## src/rtl/time_display.sv

```systemverilog
// Eight-digit multiplexed HH.MM.SS seven-segment driver with frame-coherent time latching.
// Define TIME_DISPLAY_ALARM_BLINK_EN to blank the display on alternate half-periods while alarm is high.
module time_display #(
    parameter int DIGIT_TICKS = 100000,
    parameter int BLINK_TICKS = 50000000
) (
    input  logic        clk,
    input  logic        reset,
    input  logic [16:0] disp_time,
    input  logic        alarm,
    output logic [7:0]  an,
    output logic [6:0]  seg,
    output logic        dp
);

    localparam int SCAN_W = (DIGIT_TICKS > 2) ? $clog2(DIGIT_TICKS) : 1;
    localparam logic [SCAN_W-1:0] SCAN_LAST = SCAN_W'(DIGIT_TICKS - 1);

    logic [SCAN_W-1:0] scan_cnt;
    logic              scan_tc;
    logic [2:0]        idx;
    logic [16:0]       frame;
    logic              phase;

    logic [5:0]        field;
    logic [3:0]        digit;
    logic [7:0]        an_next;
    logic [6:0]        seg_next;
    logic              dp_next;

    assign scan_tc = (scan_cnt == SCAN_LAST);

    // frame only reloads as the index wraps, so a displayed frame is never torn
    always_ff @(posedge clk or negedge reset) begin
        if (!reset) begin
            scan_cnt <= '0;
            idx      <= 3'd0;
            frame    <= 17'd0;
        end else if (scan_tc) begin
            scan_cnt <= '0;
            idx      <= idx + 3'd1;
            if (idx == 3'd7) begin
                frame <= disp_time;
            end
        end else begin
            scan_cnt <= scan_cnt + SCAN_W'(1);
        end
    end

`ifdef TIME_DISPLAY_ALARM_BLINK_EN
    localparam int BLINK_W = (BLINK_TICKS > 2) ? $clog2(BLINK_TICKS) : 1;
    localparam logic [BLINK_W-1:0] BLINK_LAST = BLINK_W'(BLINK_TICKS - 1);

    logic [BLINK_W-1:0] blink_cnt;

    // idle alarm parks the blinker so every alarm opens with a full on half-period
    always_ff @(posedge clk or negedge reset) begin
        if (!reset) begin
            blink_cnt <= '0;
            phase     <= 1'b1;
        end else if (!alarm) begin
            blink_cnt <= '0;
            phase     <= 1'b1;
        end else if (blink_cnt == BLINK_LAST) begin
            blink_cnt <= '0;
            phase     <= ~phase;
        end else begin
            blink_cnt <= blink_cnt + BLINK_W'(1);
        end
    end
`else
    localparam int unused_blink_ticks = BLINK_TICKS;
    logic unused_alarm;
    assign unused_alarm = alarm;
    assign phase        = 1'b1;
`endif

    function automatic logic [3:0] tens_of(input logic [5:0] v);
        if (v >= 6'd60)      return 4'd6;
        else if (v >= 6'd50) return 4'd5;
        else if (v >= 6'd40) return 4'd4;
        else if (v >= 6'd30) return 4'd3;
        else if (v >= 6'd20) return 4'd2;
        else if (v >= 6'd10) return 4'd1;
        else                 return 4'd0;
    endfunction

    function automatic logic [3:0] units_of(input logic [5:0] v);
        logic [5:0] t6;
        t6 = {2'b00, tens_of(v)};
        return 4'(v - t6 * 6'd10);
    endfunction

    function automatic logic [6:0] seg_of(input logic [3:0] d);
        case (d)
            4'd0:    return 7'b1000000;
            4'd1:    return 7'b1111001;
            4'd2:    return 7'b0100100;
            4'd3:    return 7'b0110000;
            4'd4:    return 7'b0011001;
            4'd5:    return 7'b0010010;
            4'd6:    return 7'b0000010;
            4'd7:    return 7'b1111000;
            4'd8:    return 7'b0000000;
            4'd9:    return 7'b0010000;
            default: return 7'b1111111;
        endcase
    endfunction

    // index pairs: 0/1 seconds, 2/3 minutes, 4/5 hours; odd index is the tens digit
    always_comb begin
        field = frame[5:0];
        case (idx[2:1])
            2'd1:    field = frame[11:6];
            2'd2:    field = {1'b0, frame[16:12]};
            default: field = frame[5:0];
        endcase
        digit = idx[0] ? tens_of(field) : units_of(field);
    end

    always_comb begin
        an_next  = 8'hFF;
        seg_next = 7'h7F;
        dp_next  = 1'b1;
        if (idx <= 3'd5) begin
            an_next  = ~(8'd1 << idx);
            seg_next = seg_of(digit);
            dp_next  = !((idx == 3'd2) || (idx == 3'd4));
        end
        if (!phase) begin
            an_next = 8'hFF;
            dp_next = 1'b1;
        end
    end

    always_ff @(posedge clk or negedge reset) begin
        if (!reset) begin
            an  <= 8'hFF;
            seg <= 7'h7F;
            dp  <= 1'b1;
        end else begin
            an  <= an_next;
            seg <= seg_next;
            dp  <= dp_next;
        end
    end

endmodule

```

## config.mk

```make
export PLATFORM = sky130hd
export DESIGN_NAME = time_display
export DESIGN_NICKNAME = d
export VERILOG_FILES = /design/src/rtl/time_display.sv
export SDC_FILE = /design/constraint.sdc
export NUM_CORES = 1
export LEC_CHECK = 0
export ABC_AREA = 0
export CAP_MARGIN = 10
export CORE_ASPECT_RATIO = 0.7
export CORE_UTILIZATION = 50
export CTS_CLUSTER_SIZE = 25
export DETAILED_ROUTE_END_ITERATION = 10
export PLACE_DENSITY = 0.75
export SETUP_SLACK_MARGIN = 0.2
export SYNTH_ARGS = -nofsm -noshare
export SYNTH_HDL_FRONTEND = slang
export SYNTH_SLANG_ARGS = --single-unit
```

## constraint.sdc

```tcl
create_clock -name clk -period 3.9 [get_ports clk]
set_input_delay 0.975 -clock clk [delete_from_list [all_inputs] [get_ports clk]]
set_output_delay 0.975 -clock clk [all_outputs]
set_load 0.02 [all_outputs]
```

# Word level (Yosys, flattened, before mapping)
# Memories as Yosys holds them, arrays and structs flattened.
# Index checks and enable logic that the tools add are counted.
# Widths: inputs -> output; s select.
[word_totals]
in_bits = 20
out_inout_bits = 16
n_memories = 1
romBits = 112
register_bits = 53
word_cells = 41
[classes]
bitwise_logic = 1
n_addsub = 3
n_mux = 12
mul = 1
reduce_logical = 3
n_eq_ne = 6
shifts = 1
magnitude_cmp = 7
[mem_list]
columns = ["name", "words", "width", "read_ports", "rd_ports_with_merged_regs", "write_ports", "line", "text"]
rows = [
  ["(name not given)", 16, 7, 1, 0, 0, "95", "case (d)"],
]
[op_table]
columns = ["operator", "count"]
rows = [
  ["$ge 6x6->1 const B", 3],
  ["$add 17x1->17 const B", 1],
  ["$eq 17x17->1 const B", 1],
  ["$mux 17", 1],
  ["$ge 6x5->1 const B", 2],
  ["$mux 4", 3],
  ["$pmux 6 s2", 1],
  ["$mux 8", 1],
  ["$not 8->8", 1],
  ["$shl 1x3->8 const A", 1],
  ["$mux 7", 1],
  ["$eq 3x3->1 const B", 2],
  ["$ge 6x4->1 const B", 1],
  ["$mul 4x3->3 const B", 1],
  ["$mux 2", 2],
  ["$sub 4x4->4", 1],
  ["$add 3x1->3 const B", 1],
  ["$eq 3x2->1 const B", 1],
  ["$le 3x3->1 const B", 1],
  ["$mux 3", 1],
  ["$eq 2x1->1 const B", 1],
  ["$eq 2x2->1 const B", 1],
  ["$mux 1", 2],
  ["$reduce_and 2->1", 1],
  ["2 further kinds", 2],
]

# Logic depth before layout (Yosys ltp)
# An unclocked memory read counts as a cell.
[logic_depth]
word_depth = 14
mapped_depth = 17
depth_no_buf = 15

# Least setup slack after synthesis
# No wires, ideal clock.
[synth_path]
path_kind = "reg-to-reg"
from = "reg idx[1]"
to = "reg seg[5]"
path_buffers = 1
path_slack_ns = 0.288
arrival_ns = 3.528
period_less_slack_ns = 3.612
stages_incl_launch_ff = 16
t_required_ns = 3.817
cell_sequence = "dfrtp_1 -> inv_1 -> ha_1 -> buf_4 -> a221o_1 -> and2_4 -> a2111oi_0 -> a21oi_1 -> and2_1 -> ha_1 -> fa_1 -> xnor2_1 -> nand2b_1 -> mux2i_1 -> or4_4 -> o311a_1"
[synth_via]
elab_chain_cells = 14
[synth_lines]
columns = ["element", "line", "text"]
rows = [
  ["from (decl)", "21", "logic [2:0] idx;"],
  ["from (signal assigned)", "41", "idx <= idx + 3'd1;"],
  ["$eq 2x2->1 or $eq 2x1->1 (tied branches)", "113", "case (idx[2:1])"],
  ["$pmux 6 s2", "113", ""],
  ["$ge 6x4->1", "84", "else if (v >= 6'd10) return 4'd1;"],
  ["$mux 1", "84", ""],
  ["$mux 2", "83", "else if (v >= 6'd20) return 4'd2;"],
  ["$mux 2", "82", "else if (v >= 6'd30) return 4'd3;"],
  ["$mux 3", "81", "else if (v >= 6'd40) return 4'd4;"],
  ["$mux 4", "80", "else if (v >= 6'd50) return 4'd5;"],
  ["$mux 4", "79", "if (v >= 6'd60) return 4'd6;"],
  ["$mul 4x3->3", "91", "return 4'(v - t6 * 6'd10);"],
  ["$sub 4x4->4", "91", ""],
  ["$mux 4", "118", "digit = idx[0] ? tens_of(field) : units_of(field);"],
  ["$mem_v2 16x7", "--", ""],
  ["$mux 7 *", "125", "if (idx <= 3'd5) begin"],
  ["net seg_next[5]", "28", "logic [6:0] seg_next;"],
  ["to (signal assigned)", "143", "seg <= seg_next;"],
  ["to (decl)", "12", "output logic [6:0] seg,"],
]
# Mark *: on every way through the listed nets, which the timed path passes. The rest lies on a longest branch.
# A chain may end at the register's enable or synchronous reset.

# Final worst setup path
[layout_path]
from = "reg idx[1]"
to = "reg seg[0]"
# The elaborated chain is that of the path after synthesis.

==> results.cfg <==
[global_route]
use_met2 = 0.290
grt_use_met3 = 0.0387
overflow = 0
track_usage = 0.191
grt_use_met1 = 0.280
grt_busiest_layer = met2
antenna_found_initial = 0
grt_pass1_wl_um = 8880
grt_pass1_vias = 1883
grt_max_degree = 33

[placed_design]
hpwl_um = 3730
gp_congestion = 0.826
io_buffers = 34

[worst_setup_path]
reg2reg_depth = 16
crit_type = reg2reg
path_delay_family = simple AND/OR/NAND/NOR gates
timing.rr.end = seg[0]
crit_path_max_incr_delay_ns = 0.39
critPathSlowestCell = dfrtp_1
r2r_slack_ns = 0.40
path_cells = buf_4 > ha_2 > a221o_1 > and2_4 > a2111oi_4 > a21oi_2 > and2_1 > ha_1 > fa_2 > xnor2_2 > nand2b_1 > mux2i_2 > buf_6 > buf_4 > and3_1 > nor3_1
critPathArrivalTime_ns = 3.73
crit_path_end_kind = flip-flop
cp_max_fo = 5
reg2reg_from = idx[1]
cp-start-kind = flip-flop
path_buf_inv = 3
crit_path_frequent_cell = buf_4
required_ns = 4.13

[route]
detail_route.vias_per_cell = 5.41
first_pass_iters = 4
vias = 2041
drc = 0
routedWlPerCell_um = 14.1
ant_nets = 0
routed_wl_um = 5320
drt_iter0_drc = 71

[final_layout]
finish.utilization = 0.657
syn2layout_area_growth_pct = 25.3
diodes = 0
final_net_count = 342
register_area_um2 = 1350
nFillCells = 422
drive_gt1_frac = 0.256
multi_input_area_um2 = 1440

[synthesis]
yosysMostFrequentCell = dfrtp_1
synth_ff_type = dfrtp_1
netlist_top_cells_area = dfrtp_1, dfstp_2, ha_1
synthTopCellsByCount = dfrtp_1, nand2_1, nor2_1, mux2_2, ha_1
ys_seq_area_frac = 0.483
synth.distinct_cells = 48
synthArstFlopShare = 1.00
synth_top_area_share = 0.332
synth-seq-cells = 53
synth_area_um2 = 2790
syn_inst = 258
syn_nets = 296
yosys_warnings = 0
synth_edf_count = 0
yosys.area.top_type = dfrtp_1
syn_avg_cell_area_um2 = 10.8

[clock_network]
root_buffer = clkbuf_8
cts.hold.buffers_added = 0
clock_path_buffers = 2
tritoncts = yes
clkLatencyLatePin_ns = 0.30
numCtsBuffers = 5
htree_num_levels = 2
cts_sinks = 53
clk_pin_slew_ns = 0.09

[sta]
min_period_ns = 3.50
clock_skew_ns = 0.00459
hold_viol = 0
slew_headroom = 0.495
report.final.setup_viol = 0
max_freq_mhz = 286
layout_worst_path_cycle_share = 0.898
finalMaxSlewViolations = 0
tightest_slew_ns = 0.755
grt_setup_unrepaired = false
fin_tns_setup_ns = 0

[min_path]
whs_endpoint = scan_cnt[4]
hold_path_depth = 1
hold_path.class = reg2reg
hp-start = scan_cnt[4]

[pwr]
leakage_nw = 1.53
total_power_mw = 1.27
p_per_area_nw_per_um2 = 364
peakVddDrop_uv = 159

[die]
chipWidth_um = 91.2
core_um2 = 5310
dieArea_um2 = 5880
fp.dieH_um = 64.5
start_util = 0.524
row_count = 22
top_level_ports = 36

[flow_run]
cap_violations = 0

[run_status]
outcome = complete, no violations
==> how the worst max path moves through the flow <==
stage | from | to | slack [ns] | cells past startpoint
2_1_floorplan | idx[1] | seg[5] | 0.29 | 15
5_1_grt | idx[1] | seg[3] | 0.17 | 16
3_3_place_gp | idx[1] | seg[5] | 0.29 | 14
6_report | idx[1] | seg[0] | 0.40 | 16
4_1_cts | idx[1] | seg[6] | 0.23 | 14
3_5_place_dp | idx[1] | seg[5] | 0.23 | 14
==> registers in the layout (all words and copies together) (netlist names) <==
| name | flops |
|---|---|
| frame | 17 |
| an | 8 |
| seg | 7 |
| dp | 1 |
| idx | 3 |
| scan_cnt | 17 |
==> repair_timing <==
item,4_1_cts,5_1_grt
pin swaps,0,4
setup buffers,0,4
setup endpoints to repair,4,7
resized for setup,2,19
==> cells by family (layout without fill, tap and decap cells) <==
logic type,count (synthesis),count (layout),synth area share
muxes,20,20,0.0799
DFF,53,53,0.483
and+or+nand+nor,94,94,0.171
adders and majority gates,18,18,0.0835
buffers and inverters,22,69,0.0350
AOI/OAI and AO/OA,33,33,0.0912
xor gates and xnor gates,18,18,0.0566
==> metal layers <==
metal,up-vias,share of wire
met5,-,0
met4,0,0.0058
met3,2,0.047
met2,62,0.45
met1,977,0.50
li1,1000,-
==> through the flow <==
| stage | setup slack [ns] | hold slack (ns) | instances | area, um^2 |
|---|---|---|---|---|
| 5_1_grt | 0.174 | 0.488 | 377 | 3490 |
| 3_3_place_gp | 0.286 | 0.462 | 365 | 3240 |
| 2_1_floorplan | 0.288 | 0.446 | 258 | 2790 |
| 3_5_place_dp | 0.234 | 0.464 | 365 | 3240 |
| 4_1_cts | 0.232 | 0.482 | 373 | 3370 |
| 6_report | 0.398 | 0.479 | 377 | 3490 |
==> cell usage in the layout (no fill, tap or decap), types with 3 or more instances in the layout <==
cell,Yosys,final
dfrtp_1,37,37
clkdlybuf4s50_1,0,33
nand2_1,25,25
nor2_1,21,20
mux2_2,18,18
dfstp_2,16,16
ha_1,17,15
buf_4,1,14
nand3_1,13,13
inv_1,12,12
xnor2_1,10,9
xor2_1,8,8
nand4_1,7,7
clkbuf_8,0,6
nand2b_1,4,4
o21ai_0,4,4
nor4_1,5,4
nor2b_1,3,3
and3_1,3,3
a21oi_1,4,3
and4_1,3,3
==> power breakdown <==
group	internal, mW	switching, mW
logic	0.134	0.136
clock network	0.209	0.180
registers	0.599	0.0129
total	0.941	0.329
==> cell type report <==
| type | instances | area share |
|---|---|---|
| timing repair buffer | 49 | 0.129 |
| multi-input combinational | 183 | 0.412 |
| tap | 72 | 0.0258 |
| inverter | 12 | 0.0129 |
| clock buffer | 6 | 0.0237 |
| sequential | 53 | 0.386 |
| clock inverter | 2 | 0.0108 |
Power figures use the tool's default switching activity.
